[config.mk]
export PLATFORM = sky130hd
export DESIGN_NAME = rail_job_sequencer_flat
export DESIGN_NICKNAME = d
export VERILOG_FILES = /design/src/rtl/rail_job_sequencer_if.sv /design/src/rtl/rail_job_sequencer.sv /design/src/flat_wrapper.sv
export SDC_FILE = /design/constraint.sdc
export NUM_CORES = 1
export LEC_CHECK = 0
export BUFFER_PORTS_ARGS = -buffer_cell sky130_fd_sc_hd__buf_2
export CAP_MARGIN = 20
export CORE_UTILIZATION = 40
export DETAILED_ROUTE_END_ITERATION = 6
export GPL_TIMING_DRIVEN = 0
export REMOVE_ABC_BUFFERS = 1
export SYNTH_ARGS = -nofsm -noshare
export SYNTH_HDL_FRONTEND = slang
export SYNTH_SLANG_ARGS = --single-unit
export TNS_END_PERCENT = 5
[constraint.sdc]
create_clock -name clk -period 3.5 [get_ports clk]
set_input_delay 0.7 -clock clk [delete_from_list [all_inputs] [get_ports clk]]
set_output_delay 0.7 -clock clk [all_outputs]
set_load 0.005 [all_outputs]
[src/rtl/rail_job_sequencer_if.sv]
// Job request handshake between the digit source and the sequencer.
// master drives req_valid/req_digit, slave returns req_ready.
interface rail_job_sequencer_if;
  logic       req_valid;
  logic [3:0] req_digit;
  logic       req_ready;

  modport master (
    output req_valid,
    output req_digit,
    input  req_ready
  );

  modport slave (
    input  req_valid,
    input  req_digit,
    output req_ready
  );
endinterface

[src/rtl/rail_job_sequencer.sv]
// Queues sort digits and steps the rail through move/settle/push/home.
// Ports: clk, reset, req (job handshake), drv_* (driver), busy/job_done/bad_digit/fault/q_count.
module rail_job_sequencer #(
  parameter int FIFO_DEPTH     = 4,
  parameter int SETTLE_CYCLES  = 1_000_000,
  parameter int PUSH_CYCLES    = 40_000_000,
  parameter int TIMEOUT_CYCLES = 2**27
) (
  input  logic                        clk,
  input  logic                        reset,
  rail_job_sequencer_if.slave         req,
  output logic                        drv_load,
  output logic [3:0]                  drv_digit,
  input  logic                        drv_at_target,
  output logic                        busy,
  output logic                        job_done,
  output logic                        bad_digit,
  output logic                        fault,
  output logic [$clog2(FIFO_DEPTH):0] q_count
);

  localparam int AW   = $clog2(FIFO_DEPTH);
  localparam int CW   = AW + 1;
  localparam int MX1  = (SETTLE_CYCLES > PUSH_CYCLES)
                      ? SETTLE_CYCLES : PUSH_CYCLES;
  localparam int MAXC = (MX1 > TIMEOUT_CYCLES) ? MX1 : TIMEOUT_CYCLES;
  localparam int NW   = $clog2(MAXC + 1);

  localparam logic [NW-1:0] CNT_MAX   = NW'(MAXC);
  localparam logic [NW-1:0] SET_LAST  = NW'(SETTLE_CYCLES - 1);
  localparam logic [NW-1:0] PUSH_LAST = NW'(PUSH_CYCLES - 1);
  localparam logic [NW-1:0] TO_LAST   = NW'(TIMEOUT_CYCLES - 1);
  localparam logic [NW-1:0] BLANK     = NW'(2);

  typedef enum logic [2:0] {
    IDLE, MOVE, SETTLE, PUSH, HOME, FAULT
  } state_t;

  state_t          state_q, state_d;
  logic [NW-1:0]   cnt;
  logic [3:0]      digit_q, digit_d;
  logic            done_d;
  logic [3:0]      mem [FIFO_DEPTH];
  logic [AW-1:0]   wr_ptr, rd_ptr;
  logic [CW-1:0]   count;
  logic            accept, push, pop;
  logic            blank_done;

  assign req.req_ready = (count != CW'(FIFO_DEPTH))
                      && (state_q != FAULT);
  assign accept = req.req_valid && req.req_ready;
  // Out-of-range digits are acknowledged but never stored.
  assign push   = accept && (req.req_digit <= 4'd9);

  // The driver's stop flag is stale for the first two cycles after
  // a new target is loaded.
  assign blank_done = cnt >= BLANK;

  always_comb begin
    state_d = state_q;
    digit_d = digit_q;
    done_d  = 1'b0;
    pop     = 1'b0;
    unique case (state_q)
      IDLE: begin
        if (count != '0) begin
          pop     = 1'b1;
          digit_d = mem[rd_ptr];
          state_d = MOVE;
        end
      end
      MOVE: begin
        if (blank_done && drv_at_target)
          state_d = SETTLE;
        else if (cnt == TO_LAST)
          state_d = FAULT;
      end
      SETTLE: begin
        if (cnt == SET_LAST)
          state_d = PUSH;
      end
      PUSH: begin
        if (cnt == PUSH_LAST) begin
          digit_d = 4'd0;
          state_d = HOME;
        end
      end
      HOME: begin
        if (blank_done && drv_at_target) begin
          done_d  = 1'b1;
          state_d = IDLE;
        end else if (cnt == TO_LAST) begin
          state_d = FAULT;
        end
      end
      FAULT: state_d = FAULT;
      default: state_d = IDLE;
    endcase
  end

  always_ff @(posedge clk) begin
    if (reset) begin
      state_q   <= IDLE;
      cnt       <= '0;
      digit_q   <= 4'd0;
      job_done  <= 1'b0;
      bad_digit <= 1'b0;
      wr_ptr    <= '0;
      rd_ptr    <= '0;
      count     <= '0;
    end else begin
      state_q   <= state_d;
      digit_q   <= digit_d;
      job_done  <= done_d;
      bad_digit <= accept && (req.req_digit > 4'd9);
      if (state_d != state_q)
        cnt <= '0;
      else if (cnt != CNT_MAX)
        cnt <= cnt + NW'(1);
      if (push)
        wr_ptr <= wr_ptr + AW'(1);
      if (pop)
        rd_ptr <= rd_ptr + AW'(1);
      if (push && !pop)
        count <= count + CW'(1);
      else if (!push && pop)
        count <= count - CW'(1);
    end
  end

  always_ff @(posedge clk) begin
    if (push)
      mem[wr_ptr] <= req.req_digit;
  end

  assign drv_load  = (state_q == MOVE) || (state_q == SETTLE)
                  || (state_q == PUSH) || (state_q == HOME);
  assign drv_digit = digit_q;
  assign fault     = state_q == FAULT;
  assign busy      = (state_q != IDLE) || (count != '0);
  assign q_count   = count;

endmodule

[src/flat_wrapper.sv]
// flat-port wrapper written by rule: the top's interface ports become plain ports
module rail_job_sequencer_flat 
#(
  parameter int FIFO_DEPTH     = 4,
  parameter int SETTLE_CYCLES  = 1_000_000,
  parameter int PUSH_CYCLES    = 40_000_000,
  parameter int TIMEOUT_CYCLES = 2**27
)
  (clk, reset, drv_load, drv_digit, drv_at_target, busy, job_done, bad_digit, fault, q_count, req_req_valid, req_req_digit, req_req_ready);
  rail_job_sequencer_if req_i ();
  input  logic clk;
  input  logic reset;
  output logic drv_load;
  output logic [3:0] drv_digit;
  input  logic drv_at_target;
  output logic busy;
  output logic job_done;
  output logic bad_digit;
  output logic fault;
  output logic [$clog2(FIFO_DEPTH):0] q_count;
  input wire logic [$bits(req_i.req_valid)-1:0] req_req_valid;
  input wire logic [$bits(req_i.req_digit)-1:0] req_req_digit;
  output wire logic [$bits(req_i.req_ready)-1:0] req_req_ready;
  assign req_i.req_valid = req_req_valid;
  assign req_i.req_digit = req_req_digit;
  assign req_req_ready = req_i.req_ready;
  rail_job_sequencer #(.FIFO_DEPTH(FIFO_DEPTH), .SETTLE_CYCLES(SETTLE_CYCLES), .PUSH_CYCLES(PUSH_CYCLES), .TIMEOUT_CYCLES(TIMEOUT_CYCLES)) u_core (.clk(clk), .reset(reset), .req(req_i), .drv_load(drv_load), .drv_digit(drv_digit), .drv_at_target(drv_at_target), .busy(busy), .job_done(job_done), .bad_digit(bad_digit), .fault(fault), .q_count(q_count));
endmodule
==> results.toml <==
[timing]
finClkSkew_ps = 10.92
layout_setup_ws_ps = 757.9
worstMarginPinSlew_ps = 883.8
fin_crit_ps = 2742
period_share_pct = 78.34
tns_ps = 0
rsz0062_at_grt = "false"
report.final.slew_viol_count = 0
slew_headroom_pct = 41.08
finalHoldViolCount = 0
fmax_ghz = 0.3647
finalSetupViolCount = 0

[setup_path]
rrSetupSlack_ps = 760
cp.arrival_ps = 3020
crit_path_end_kind = "flip-flop"
path_common_cell = "a21oi_1"
crit_slowest_cell = "dfxtp_1"
r2r_end = "u_core.q_count[2]$_SDFFE_PP0P_"
cp_data_required_time_ps = 3780
cp.buffers_inverters = 1
rr_startpoint = "u_core.state_q[1]$_SDFF_PP0_"
cp_slowest_stage_delay_ps = 540
crit_chain = "and3b_1 > a21oi_1 > and3_1 > ha_1 > inv_1 > fa_1 > xor2_1 > or3_1 > a21oi_1"
critical_path_class = "reg -> reg"
reg2reg_depth = 9
critical_path.max_fanout = 10
cpLargestDelayFamily = "simple AND/OR/NAND/NOR gates"
worst_setup_path_start_kind = "flip-flop"

[synth]
ys_seq_elements = 62
yosys-top-cells-count = "46 x dfxtp_1, 27 x nor4_2, 22 x nand2_1, 22 x xnor2_1, 20 x nor2_1"
synth_cells = 314
async_flop_share_pct = 0
synth_top_cells_by_area = "dfxtp_1 28%, edfxtp_1 14%, nor4_2 10%"
ys_seq_area_share_pct = 41.92
ys_types = 51
yosys_most_used_dff = "dfxtp_1"
yosysMostFrequentCell = "dfxtp_1"
synth_top_area_share_pct = 27.54
avgSynthCellArea_sq_um = 10.65
syn-cell-area_sq_um = 3343
synth_edf_count = 16
synth_area_leader_cell = "dfxtp_1"
yosys_warnings = 0

[detailed_routing]
via_per_inst = 5.525
first_iter_violations = 61
ant_nets = 0
drt-total-wl_um = 6869
drcViolationCount = 0
routed-via-count = 2409
first_pass_iters = 4
detail_route.wl_per_cell_um = 15.75

[cts]
clk_pin_slew_worst_paths_ps = 80
cts_setup_buffers = 0
cts-root-buf = "clkbuf_8"
clock_latency_ps = 340
cts.sinks = 62
cts_tree = "done"
cts_max_level = 3
cts_inserted_buffers = 9
clockBufferDepth = 2
cts.hold.buffers_added = 0
cts_resized = 0

[min_path]
hold_start = "u_core.drv_digit[2]$_SDFFE_PP0P_"
hold_class = "reg -> reg"
hold_path_end = "u_core.drv_digit[2]$_SDFFE_PP0P_"
min_path_cells = 2

[cells_and_area]
layout.nets = 346
drive_above_1_share_pct = 24.25
fillers = 745
antenna_cells = 0
layout.cells.non_filler = 436
area_growth_syn_to_layout_pct = 11.64

[floorplan]
fp.dieArea_sq_um = 8727
start_util_pct = 42.39
ios = 21
rows = 32
core_area_sq_um = 7888
die_y_um = 93.42
die_w_um = 93.42

[pwr]
p_leak_uw = 0.001181
pwr_density_cell_nw_per_um2 = 569.3
ir_drop_v = 0.0002432

[placement]
portBuffers = 20
dp_cells = 419
routabilityCongestion = 0.7775
dp_hpwl_um = 4790
dpl_worst_slack_ps = 680.3

[global_routing]
grt_pass1_wl_um = 11580
antenna_found_initial = 0
overflow = 0
grt_usage_pct = 17.43
grt_max_degree = 29
grt_pass1_vias = 2390

[run]
drv_cap = 0

[status]
status = "finished clean"
[metrics by stage]
step                      hold WS [ps]  power (uW)  cell area [sq um]  utilization, %
final                            489.5        2125               3732           47.32
after detailed placement         482.1        1472               3503           44.42
after global routing             517.9        2267               3732           47.32
after CTS                        493.2        2125               3705           46.97
after floorplan                  472.1        1314               3212               -
after global placement           469.9        1465               3440           43.61
[where the power goes]
part	switching, uW	internal, uW
logic	323	260
registers	86.2	815
clock network	304	337
[worst min-delay path, delay by kind of cell, from the launching register on]
family	cells	cell delay, ps
flops	1	310
compound gates	1	60
simple gates	1	70
[worst max path at each step]
stage                                       startpoint  cells past startpoint  slack (ps)                             end
after CTS                 u_core.state_q[1]$_SDFF_PP0_                      9         710  u_core.q_count[2]$_SDFFE_PP0P_
after detailed placement              req_req_digit[2]                      9         680  u_core.q_count[2]$_SDFFE_PP0P_
after global routing      u_core.state_q[1]$_SDFF_PP0_                      9         530  u_core.q_count[2]$_SDFFE_PP0P_
after floorplan             u_core.cnt[1]$_SDFFE_PP0P_                      6        1010      u_core.cnt[0]$_SDFFE_PP0P_
after global placement      u_core.cnt[1]$_SDFFE_PP0P_                      6         390     u_core.cnt[26]$_SDFFE_PP0P_
final                     u_core.state_q[1]$_SDFF_PP0_                      9         760  u_core.q_count[2]$_SDFFE_PP0P_
[cell type report]
class / count / area [sq um] / area share, %
clock buffer: 9 / 123.9 / 3.319
clock inverter: 7 / 77.57 / 2.078
inverter: 8 / 30.03 / 0.8046
multi-input combinational: 225 / 1789 / 47.94
sequential: 62 / 1401 / 37.55
tap: 102 / 127.6 / 3.419
timing repair buffer: 23 / 182.7 / 4.894
[cells in the final DEF, fill, tap and decap left out, drive strengths merged, types with 2 or more instances in the layout]
cell    Yosys  routed
and3        3       3
xnor2      22      22
nand4      10      10
a21oi       7       7
or2         2       2
o31ai       3       3
and2        4       4
and4        4       4
ha          8       8
nor4       39      39
nand2      22      22
buf        11      23
mux4        4       4
edfxtp     16      16
nor2       20      20
dfxtp      46      46
nand3b      5       5
nand3      15      15
nor2b       3       3
o21ai       4       4
and3b       2       2
or3         3       3
clkbuf      8       9
nand2b      2       2
o211ai      2       2
or4         4       4
mux2i       3       3
nor3       13      13
xor2       10      10
inv         8      12
[layer usage]
metal	global-route usage (%)	routed length (um)	vias up
li1	-	-	1194
met1	22.75	3332	1156
met2	27.82	3162	52
met3	4.472	311	7
met4	6.154	63	0
met5	0	0	-
[cells by family after synthesis]
family,synth area share [%]
AO/OA/AOI/OAI,5.352
multiplexers,3.930
AND/OR/NAND/NOR,32.00
XOR/XNOR,8.383
buffers and inverters,4.828
adder cells (fa/ha/maj),3.593
flip-flops,41.92
[registers in the layout, summed over array words and instances, names as in the netlist, named ones only]
register / cells
u_core.wr_ptr: 2
u_core.mem: 16
u_core.drv_digit: 4
u_core.state_q: 3
u_core.job_done: 1
u_core.bad_digit: 1
u_core.rd_ptr: 2
u_core.q_count: 3
u_core.cnt: 28
No activity file was read; power rests on OpenSTA's default activity.
